--- src/rtl/regfile_read_arbiter_if.sv ---
// Bundle of signals between the requesters, the shared register read port and
// the read arbiter.
//   slave  : the arbiter side (takes requests and port data; drives grant,
//            port select and responses)
//   master : the requester/port side (the mirror image of slave)
interface regfile_read_arbiter_if #(
    parameter int NUM_REQ = 4,
    parameter int ADDR_W  = 5,
    parameter int DATA_W  = 32
);
    logic [NUM_REQ-1:0]        req_valid;
    logic [NUM_REQ*ADDR_W-1:0] req_addr;
    logic [NUM_REQ*ADDR_W-1:0] req_burst;
    logic [NUM_REQ-1:0]        req_ready;
    logic [ADDR_W-1:0]         port_select;
    logic [DATA_W-1:0]         port_data;
    logic [NUM_REQ-1:0]        resp_valid;
    logic [DATA_W-1:0]         resp_data;
    logic                      resp_last;
    logic                      busy;

    modport slave (
        input  req_valid, req_addr, req_burst, port_data,
        output req_ready, port_select, resp_valid, resp_data, resp_last, busy
    );

    modport master (
        output req_valid, req_addr, req_burst, port_data,
        input  req_ready, port_select, resp_valid, resp_data, resp_last, busy
    );
endinterface

--- src/rtl/regfile_read_arbiter.sv ---
// Round-robin arbiter sharing one register-file read port among NUM_REQ
// requesters. A grant reads one register or a burst of consecutive registers
// (index wraps modulo 2**ADDR_W); data is returned registered to the owner.
// Ports:
//   clock  : system clock, rising edge
//   reset  : synchronous, active-high
//   bus    : slave modport of regfile_read_arbiter_if (requests, grant,
//            port select/data, responses, busy)
//
// state | meaning
// IDLE  | no grant in progress; req_ready offered to next requester in rr order
// BURST | port owned by 'owner'; one word returned per cycle
module regfile_read_arbiter #(
    parameter int NUM_REQ = 4,
    parameter int ADDR_W  = 5,
    parameter int DATA_W  = 32
) (
    input  logic clock,
    input  logic reset,
    regfile_read_arbiter_if.slave bus
);
    localparam int IDX_W = (NUM_REQ > 1) ? $clog2(NUM_REQ) : 1;

    typedef enum logic {IDLE, BURST} state_t;

    state_t             state;
    logic [IDX_W-1:0]   rr_ptr;
    logic [IDX_W-1:0]   owner;
    logic [ADDR_W-1:0]  remaining;
    logic [ADDR_W-1:0]  sel_r;
    logic [NUM_REQ-1:0] resp_valid_r;
    logic [DATA_W-1:0]  resp_data_r;
    logic               resp_last_r;
    logic               busy_r;

    logic [NUM_REQ-1:0] gnt;
    logic [IDX_W-1:0]   gnt_idx;
    logic               gnt_found;
    logic [IDX_W:0]     cand;

    // Search upward from rr_ptr with wrap; the first valid requester wins.
    always_comb begin
        gnt       = '0;
        gnt_idx   = '0;
        gnt_found = 1'b0;
        cand      = '0;
        if (state == IDLE) begin
            for (int k = 0; k < NUM_REQ; k++) begin
                cand = {1'b0, rr_ptr} + (IDX_W+1)'(k);
                if (cand >= (IDX_W+1)'(NUM_REQ))
                    cand = cand - (IDX_W+1)'(NUM_REQ);
                if (!gnt_found && bus.req_valid[cand[IDX_W-1:0]]) begin
                    gnt_found = 1'b1;
                    gnt_idx   = cand[IDX_W-1:0];
                end
            end
            if (gnt_found)
                gnt[gnt_idx] = 1'b1;
        end
    end

    always_ff @(posedge clock) begin
        if (reset) begin
            state        <= IDLE;
            rr_ptr       <= '0;
            owner        <= '0;
            remaining    <= '0;
            sel_r        <= '0;
            resp_valid_r <= '0;
            resp_data_r  <= '0;
            resp_last_r  <= 1'b0;
            busy_r       <= 1'b0;
        end else begin
            case (state)
                IDLE: begin
                    resp_valid_r <= '0;
                    resp_last_r  <= 1'b0;
                    if (gnt_found) begin
                        owner     <= gnt_idx;
                        sel_r     <= bus.req_addr[gnt_idx*ADDR_W +: ADDR_W];
                        remaining <= bus.req_burst[gnt_idx*ADDR_W +: ADDR_W];
                        rr_ptr    <= (gnt_idx == IDX_W'(NUM_REQ-1)) ? '0 : gnt_idx + 1'b1;
                        busy_r    <= 1'b1;
                        state     <= BURST;
                    end
                end
                BURST: begin
                    resp_data_r  <= bus.port_data;
                    resp_valid_r <= NUM_REQ'(1) << owner;
                    resp_last_r  <= (remaining == '0);
                    if (remaining == '0) begin
                        busy_r <= 1'b0;
                        state  <= IDLE;
                    end else begin
                        remaining <= remaining - 1'b1;
                        // natural overflow gives the modulo 2**ADDR_W wrap
                        sel_r     <= sel_r + 1'b1;
                    end
                end
                default: state <= IDLE;
            endcase
        end
    end

    assign bus.req_ready   = gnt;
    assign bus.port_select = sel_r;
    assign bus.resp_valid  = resp_valid_r;
    assign bus.resp_data   = resp_data_r;
    assign bus.resp_last   = resp_last_r;
    assign bus.busy        = busy_r;
endmodule

--- src/flat_wrapper.sv ---
// flat-port wrapper written by rule: the top's interface ports become plain ports
module regfile_read_arbiter_flat 
#(
    parameter int NUM_REQ = 4,
    parameter int ADDR_W  = 5,
    parameter int DATA_W  = 32
)
  (clock, reset, bus_req_valid, bus_req_addr, bus_req_burst, bus_port_data, bus_req_ready, bus_port_select, bus_resp_valid, bus_resp_data, bus_resp_last, bus_busy);
  regfile_read_arbiter_if #(.NUM_REQ(NUM_REQ), .ADDR_W(ADDR_W), .DATA_W(DATA_W)) bus_i ();
  input  logic clock;
  input  logic reset;
  input wire logic [$bits(bus_i.req_valid)-1:0] bus_req_valid;
  input wire logic [$bits(bus_i.req_addr)-1:0] bus_req_addr;
  input wire logic [$bits(bus_i.req_burst)-1:0] bus_req_burst;
  input wire logic [$bits(bus_i.port_data)-1:0] bus_port_data;
  output wire logic [$bits(bus_i.req_ready)-1:0] bus_req_ready;
  output wire logic [$bits(bus_i.port_select)-1:0] bus_port_select;
  output wire logic [$bits(bus_i.resp_valid)-1:0] bus_resp_valid;
  output wire logic [$bits(bus_i.resp_data)-1:0] bus_resp_data;
  output wire logic [$bits(bus_i.resp_last)-1:0] bus_resp_last;
  output wire logic [$bits(bus_i.busy)-1:0] bus_busy;
  assign bus_i.req_valid = bus_req_valid;
  assign bus_i.req_addr = bus_req_addr;
  assign bus_i.req_burst = bus_req_burst;
  assign bus_i.port_data = bus_port_data;
  assign bus_req_ready = bus_i.req_ready;
  assign bus_port_select = bus_i.port_select;
  assign bus_resp_valid = bus_i.resp_valid;
  assign bus_resp_data = bus_i.resp_data;
  assign bus_resp_last = bus_i.resp_last;
  assign bus_busy = bus_i.busy;
  regfile_read_arbiter #(.NUM_REQ(NUM_REQ), .ADDR_W(ADDR_W), .DATA_W(DATA_W)) u_core (.clock(clock), .reset(reset), .bus(bus_i));
endmodule
--- config.mk ---
export PLATFORM = sky130hd
export DESIGN_NAME = regfile_read_arbiter_flat
export DESIGN_NICKNAME = d
export VERILOG_FILES = /design/src/rtl/regfile_read_arbiter_if.sv /design/src/rtl/regfile_read_arbiter.sv /design/src/flat_wrapper.sv
export SDC_FILE = /design/constraint.sdc
export NUM_CORES = 1
export LEC_CHECK = 0
export ABC_AREA = 1
export BUFFER_PORTS_ARGS = -buffer_cell sky130_fd_sc_hd__buf_4
export CORE_MARGIN = 8
export CORE_UTILIZATION = 45
export DETAILED_ROUTE_END_ITERATION = 16
export GPL_TIMING_DRIVEN = 0
export PLACE_DENSITY = 0.76
export REMOVE_ABC_BUFFERS = 1
export SLEW_MARGIN = 15
export SYNTH_ARGS = -nofsm -noshare
export SYNTH_HDL_FRONTEND = slang
export SYNTH_SLANG_ARGS = --single-unit
--- constraint.sdc ---
create_clock -name clock -period 2.45 [get_ports clock]
set_clock_uncertainty 0.2 [all_clocks]
set_input_delay 0.3675 -clock clock [delete_from_list [all_inputs] [get_ports clock]]
set_output_delay 0.3675 -clock clock [all_outputs]
set_load 0.02 [all_outputs]
-- Word-level counts from Yosys, hierarchy flattened
Index checks and enable logic that the tools add are counted.
- register bits: 53
- input bits: 78
- output and inout bits: 47
- word-level logic and storage cells: 99
- add/sub/neg operators: 10
- multipliers: 1
- order comparisons: 10
- equal/unequal tests: 4
- shift-type cells: 3
- multiplexer cells: 50
- bitwise operators: 1
- reduce and logical (&&, ||, !) cells: 11
- operators with widths (kind ; number):
    20-bit by 6-bit variable part select with 5-bit output ; 2
    2-bit 2-to-1 mux ; 15
    5-bit 2-to-1 mux ; 4
    5-bit case mux with 2 select lines ; 2
    1-bit 2-to-1 mux ; 18
    2-bit by 3-bit less-than comparator with 1-bit output, second input constant ; 5
    3-bit >= comparator, second input constant ; 3
    1-bit binary-select mux with 2-bit select ; 4
    4-bit 2-to-1 mux ; 2
    4-bit case mux with 2 select lines ; 1
    2-bit by 1-bit subtractor with 2-bit output, second input constant ; 4
    2-bit by 2-bit adder with 3-bit output, second input constant ; 2
    1-bit case mux with 2 select lines ; 3
    2-bit AND reduction ; 3
    5-bit by 1-bit adder with 5-bit output, second input constant ; 1
    5-bit zero test ; 1
    2-bit by 3-bit multiplier with 5-bit output, second input constant ; 1
    5-bit by 1-bit subtractor with 5-bit output, second input constant ; 1
    1-bit logical AND ; 4
    2-bit != test, second input constant ; 2
    1-bit by 2-bit << shifter with 4-bit output, first input constant ; 1
    2-bit by 1-bit adder with 3-bit output, second input constant ; 1
    2-bit by 3-bit >= comparator with 1-bit output, second input constant ; 1
    1-bit zero test ; 3
    6 further kinds ; 6

-- Longest topological paths before layout
- word-level depth: 25
- depth in mapped cells: 15
- depth with buffers taken out: 15

-- Worst setup path after synthesis
OpenSTA, ideal clock, no wires.
- kind: register -> output
- start: register u_core.rr_ptr[0]
- end: output bus_req_ready[0]
- arrival time: 1.772 ns
- slack: 0.110 ns
- cell stages (with the launch flop): 11
- path buffers: 2
- cell sequence: dfxtp_1 -> buf_6 -> nand2_1 -> nand3_1 -> nand2_2 -> a21oi_1 -> nand2_2 -> nand3_4 -> buf_6 -> inv_2 -> nor3_1
- cells in the longest elaborated chain, start to end: 25
- elaborated cells on any way between the ends: 53
- ends and longest elaborated chain (what ; line ; source):
    start: declaration ; regfile_read_arbiter.sv:27 ; logic [IDX_W-1:0] rr_ptr;
    start signal: assignment ; regfile_read_arbiter.sv:82 ; rr_ptr <= (gnt_idx == IDX_W'(NUM_REQ-1)) ? '0 : gnt_idx + 1'b1;
    2-bit by 3-bit >= comparator with 1-bit output or 2-bit by 1-bit subtractor with 2-bit output (tied branches) ; regfile_read_arbiter.sv:50, regfile_read_arbiter.sv:51 ;
    2-bit 2-to-1 mux ; regfile_read_arbiter.sv:50 ; if (cand >= (IDX_W+1)'(NUM_REQ))
    2-bit 2-to-1 mux ; regfile_read_arbiter.sv:47 ; if (state == IDLE) begin
    1-bit binary-select mux with 2-bit select ; regfile_read_arbiter.sv:52 ; if (!gnt_found && bus.req_valid[cand[IDX_W-1:0]]) begin
    1-bit 2-to-1 mux (not written as such) ; regfile_read_arbiter.sv:52 ;
    1-bit 2-to-1 mux ; regfile_read_arbiter.sv:52 ;
    1-bit 2-to-1 mux ; regfile_read_arbiter.sv:47 ;
    1-bit zero test ; regfile_read_arbiter.sv:52 ;
    [9 not listed] ; - ;
    2-bit 2-to-1 mux ; regfile_read_arbiter.sv:52 ;
    2-bit 2-to-1 mux ; regfile_read_arbiter.sv:47 ;
    2-bit by 3-bit less-than comparator with 1-bit output (not written as such) or 2-bit by 1-bit >= comparator with 1-bit output (tied branches) ; regfile_read_arbiter.sv:58 ; gnt[gnt_idx] = 1'b1;
    1-bit logical AND (not written as such) ; regfile_read_arbiter.sv:58 ;
    1-bit 2-to-1 mux (not written as such) ; regfile_read_arbiter.sv:58 ;
    1-bit demux with 2-bit select ; - ;
    4-bit 2-to-1 mux (*) ; regfile_read_arbiter.sv:57 ; if (gnt_found)
    4-bit 2-to-1 mux (*) ; regfile_read_arbiter.sv:47 ;
    end: declaration ; flat_wrapper.sv:16 ; output wire logic [$bits(bus_i.req_ready)-1:0] bus_req_ready;
Every way passes the cells marked *; elsewhere a longest branch is shown, timed or not. The select of a mux whose other input is x is not followed.

-- Worst setup path after layout
Ends and elaborated chain as after synthesis.

==> impl_metrics.tcl <==
set metrics [dict create \
    grt_antenna_before_repair 0 \
    clock_sinks 53 \
    use_met3 0.0476 \
    htree_levels 2 \
    drive_gt1_frac 0.371 \
    violations "setup timing" \
    multi_input_area_mm2 0.00165 \
    crit_fanout 6 \
    drv_cap 0 \
    start_kind "register" \
    cts_buffer_depth 2 \
    die_h_um 96.1 \
    hp-start "bus_port_data[10]" \
    grt_pass1_wl_um 13500 \
    p_clk_frac 0.114 \
    initial_core_util 0.460 \
    comb_power_share 0.633 \
    first_pass_iters 5 \
    gp_congestion 0.891 \
    hold_buffers 0 \
    fill_cells 527 \
    synth_ff_type "dfxtp_1" \
    die_area_mm2 0.00924 \
    worst_hold_slack_ps 86.3 \
    r2r_start "u_core.rr_ptr[0]" \
    async_reset_ff_frac 0 \
    ios 125 \
    grt_max_degree 45 \
    synth_cell_types 32 \
    clock.fmax_mhz 396 \
    grt_use_met1 0.204 \
    synth_top_family_by_area "simple AND/OR/NAND/NOR gates" \
    worstPathArrival_ps 1960 \
    min_path_type "input port to register" \
    viasPerCell 4.99 \
    finalWirelength_um 8780 \
    io_buffer_count 124 \
    synth.avg_cell_area_um2 6.61 \
    critPathMaxStageDelay_ps 420 \
    path_clk_slew_ps 90 \
    internal-power_w 0.00280 \
    p_total_w 0.00532 \
    synth_edf_count 0 \
    insertion_delay_ps 300 \
    track_usage 0.179 \
    synth_compound_area_frac 0.135 \
    fp.dieW_um 96.1 \
    overflow 0 \
    ys_seq_elements 53 \
    layout.nets 644 \
    design_area_mm2 0.00425 \
    status "complete, but fails checks" \
    area.sequential_mm2 0.00107 \
    rsz0062_at_grt "yes" \
    drt_iter0_drc 123 \
    placed_area_mm2 0.00381 \
    worst_slew_pin_slew_ps 1020 \
    final-setup-viol-count 4 \
    rows 29 \
    setup_ws_ps -74.6 \
    cts_root_buf "clkbuf_8" \
    r2r_cells 15 \
    syn_inst 437 \
    p_sw_frac 0.474 \
    critPathCaptureType "output port" \
    syn_area_mm2 0.00289 \
    hold_depth 3 \
    ys_warn_count 0 \
    crit_required_ps 1880 \
    cp_slowest_cell "dfxtp_4" \
    pwr_density_cell_mw_per_mm2 1250 \
    tritoncts "built" \
    diodes 0 \
    worstPathCellList "buf_6 -> nand2_1 -> nand2_2 -> nand2_1 -> nand2_2 -> nor2_1 -> nor2_2 -> nand2_4 -> nand3_4 -> inv_4 -> nor3_4 -> buf_6" \
    synth.area.mux_share 0 \
    first_global_vias 3114 \
    vias 3198 \
    startpoint "u_core.rr_ptr[0]" \
    drcViolationCount 0 \
    p_leak_nw 2.21 \
    synth_seq_area_share 0.367 \
    synthSimpleGateAreaFrac 0.368 \
    ir_drop_v 0.000870 \
    critPathKind "register to output port" \
    synthAdderAreaFrac 0.0130 \
    dp_hpwl_um 6020 \
    ant_nets 0 \
    p_sw_w 0.00252 \
    core-area_mm2 0.00628 \
    sequentialPowerShare 0.253 \
    slew_viol_final 0 \
    post-route-period-util 1.03 \
    gr-max-usage-layer "met2" \
    max_slew_margin 0.320 \
    grt_util_met2 0.317 \
    wl_per_cell_um 13.7 \
    min_period_ps 2520 \
    synth_xor_area_frac 0.00303 \
    cts_buffers 5 \
    hold_viol 0 \
    syn2layout_area_growth_pct 47.1 \
]
-- cell families (layout without fill, tap and decap cells) --
kind of cell | count (synthesis) | after routing
compound gates | 70 | 70
simple gates | 236 | 237
fa+ha+maj | 3 | 3
xor+xnor | 1 | 1
buf+inv | 74 | 200
flops | 53 | 53
-- worst paths after layout --
check             slack [ps]                  endpoint
setup / recovery         -70          bus_req_ready[0]
hold / removal            90  u_core.bus.resp_data[10]
setup reg to reg          60       u_core.remaining[0]
hold reg to reg          270           u_core.bus.busy
-- area by class of cell --
class,instances,area share
multi-input combinational,311,0.389
timing repair buffer,140,0.260
sequential,53,0.252
inverter,52,0.0489
tap,77,0.0227
clock buffer,7,0.0203
clock inverter,1,0.00706
-- stage by stage --
step	utilization	setup TNS (ps)	setup slack (ps)	cells
6_report	0.677	-248	-74.6	641
5_1_grt	0.677	-869	-168	641
4_1_cts	0.656	-78.2	-31.8	636
3_5_place_dp	0.608	-3260	-360	617
3_3_place_gp	0.603	-55650	-1730	616
2_1_floorplan	-	-7600	-777	415
-- critical path: cells and delay by family (launching register included) --
family,cells,cell delay (ps)
buffers and inverters,3,350
and+or+nand+nor,9,890
DFF,1,420
-- routing by layer --
layer  wire (µm)  up-vias
li1            -     1639
met1        3600     1417
met2        4140      133
met3         941        9
met4          95        0
met5           0        -
-- cell usage in the layout, fill, tap and decap left out, drive strengths merged, types with 7 or more instances in the layout --
master | synthesis | final
nand3 | 29 | 30
nor2 | 97 | 97
buf | 11 | 140
dfxtp | 53 | 53
a21oi | 21 | 21
inv | 52 | 52
nand2 | 88 | 88
clkbuf | 11 | 7
nand4 | 13 | 13
o21ai | 46 | 46
-- cell usage after synthesis (3+ instances only) --
| cell type | n | area share |
|---|---|---|
| nand3_1 | 22 | 0.038 |
| nand3_2 | 5 | 0.017 |
| inv_1 | 49 | 0.064 |
| nand4_1 | 13 | 0.028 |
| a21oi_1 | 13 | 0.023 |
| ha_1 | 3 | 0.013 |
| inv_2 | 3 | 0.0039 |
| buf_6 | 4 | 0.016 |
| o21ai_0 | 43 | 0.074 |
| a21oi_2 | 8 | 0.024 |
| dfxtp_1 | 53 | 0.37 |
| buf_1 | 3 | 0.0039 |
| nand2_1 | 80 | 0.10 |
| nor2_1 | 96 | 0.12 |
| nand3b_1 | 5 | 0.013 |
| nand2_2 | 7 | 0.015 |
| clkbuf_1 | 10 | 0.013 |
-- state kept, by name (all words and copies together) (netlist names) --
name	flops
u_core.bus.busy	1
u_core.bus.port_select	5
u_core.bus.resp_data	32
u_core.bus.resp_last	1
u_core.bus.resp_valid	4
u_core.owner	2
u_core.remaining	5
u_core.rr_ptr	2
u_core.state	1
-- timing repair --
action / CTS / global route
gates resized for setup: 30 / 27
setup buffers: 10 / 5
gates cloned: 1 / 0
endpoints found under the setup margin: 15 / 14
pin swaps: 15 / 18
-- power groups by stage --
stage               Clock, W  Combinational, W  Sequential, W
finish              0.000606           0.00337        0.00135
global route        0.000652           0.00367        0.00139
CTS                 0.000620           0.00305        0.00134
detailed placement         0           0.00265        0.00136
global placement           0           0.00258        0.00134
floorplan                  0           0.00163        0.00151
No activity file was read; power rests on OpenSTA's default activity.
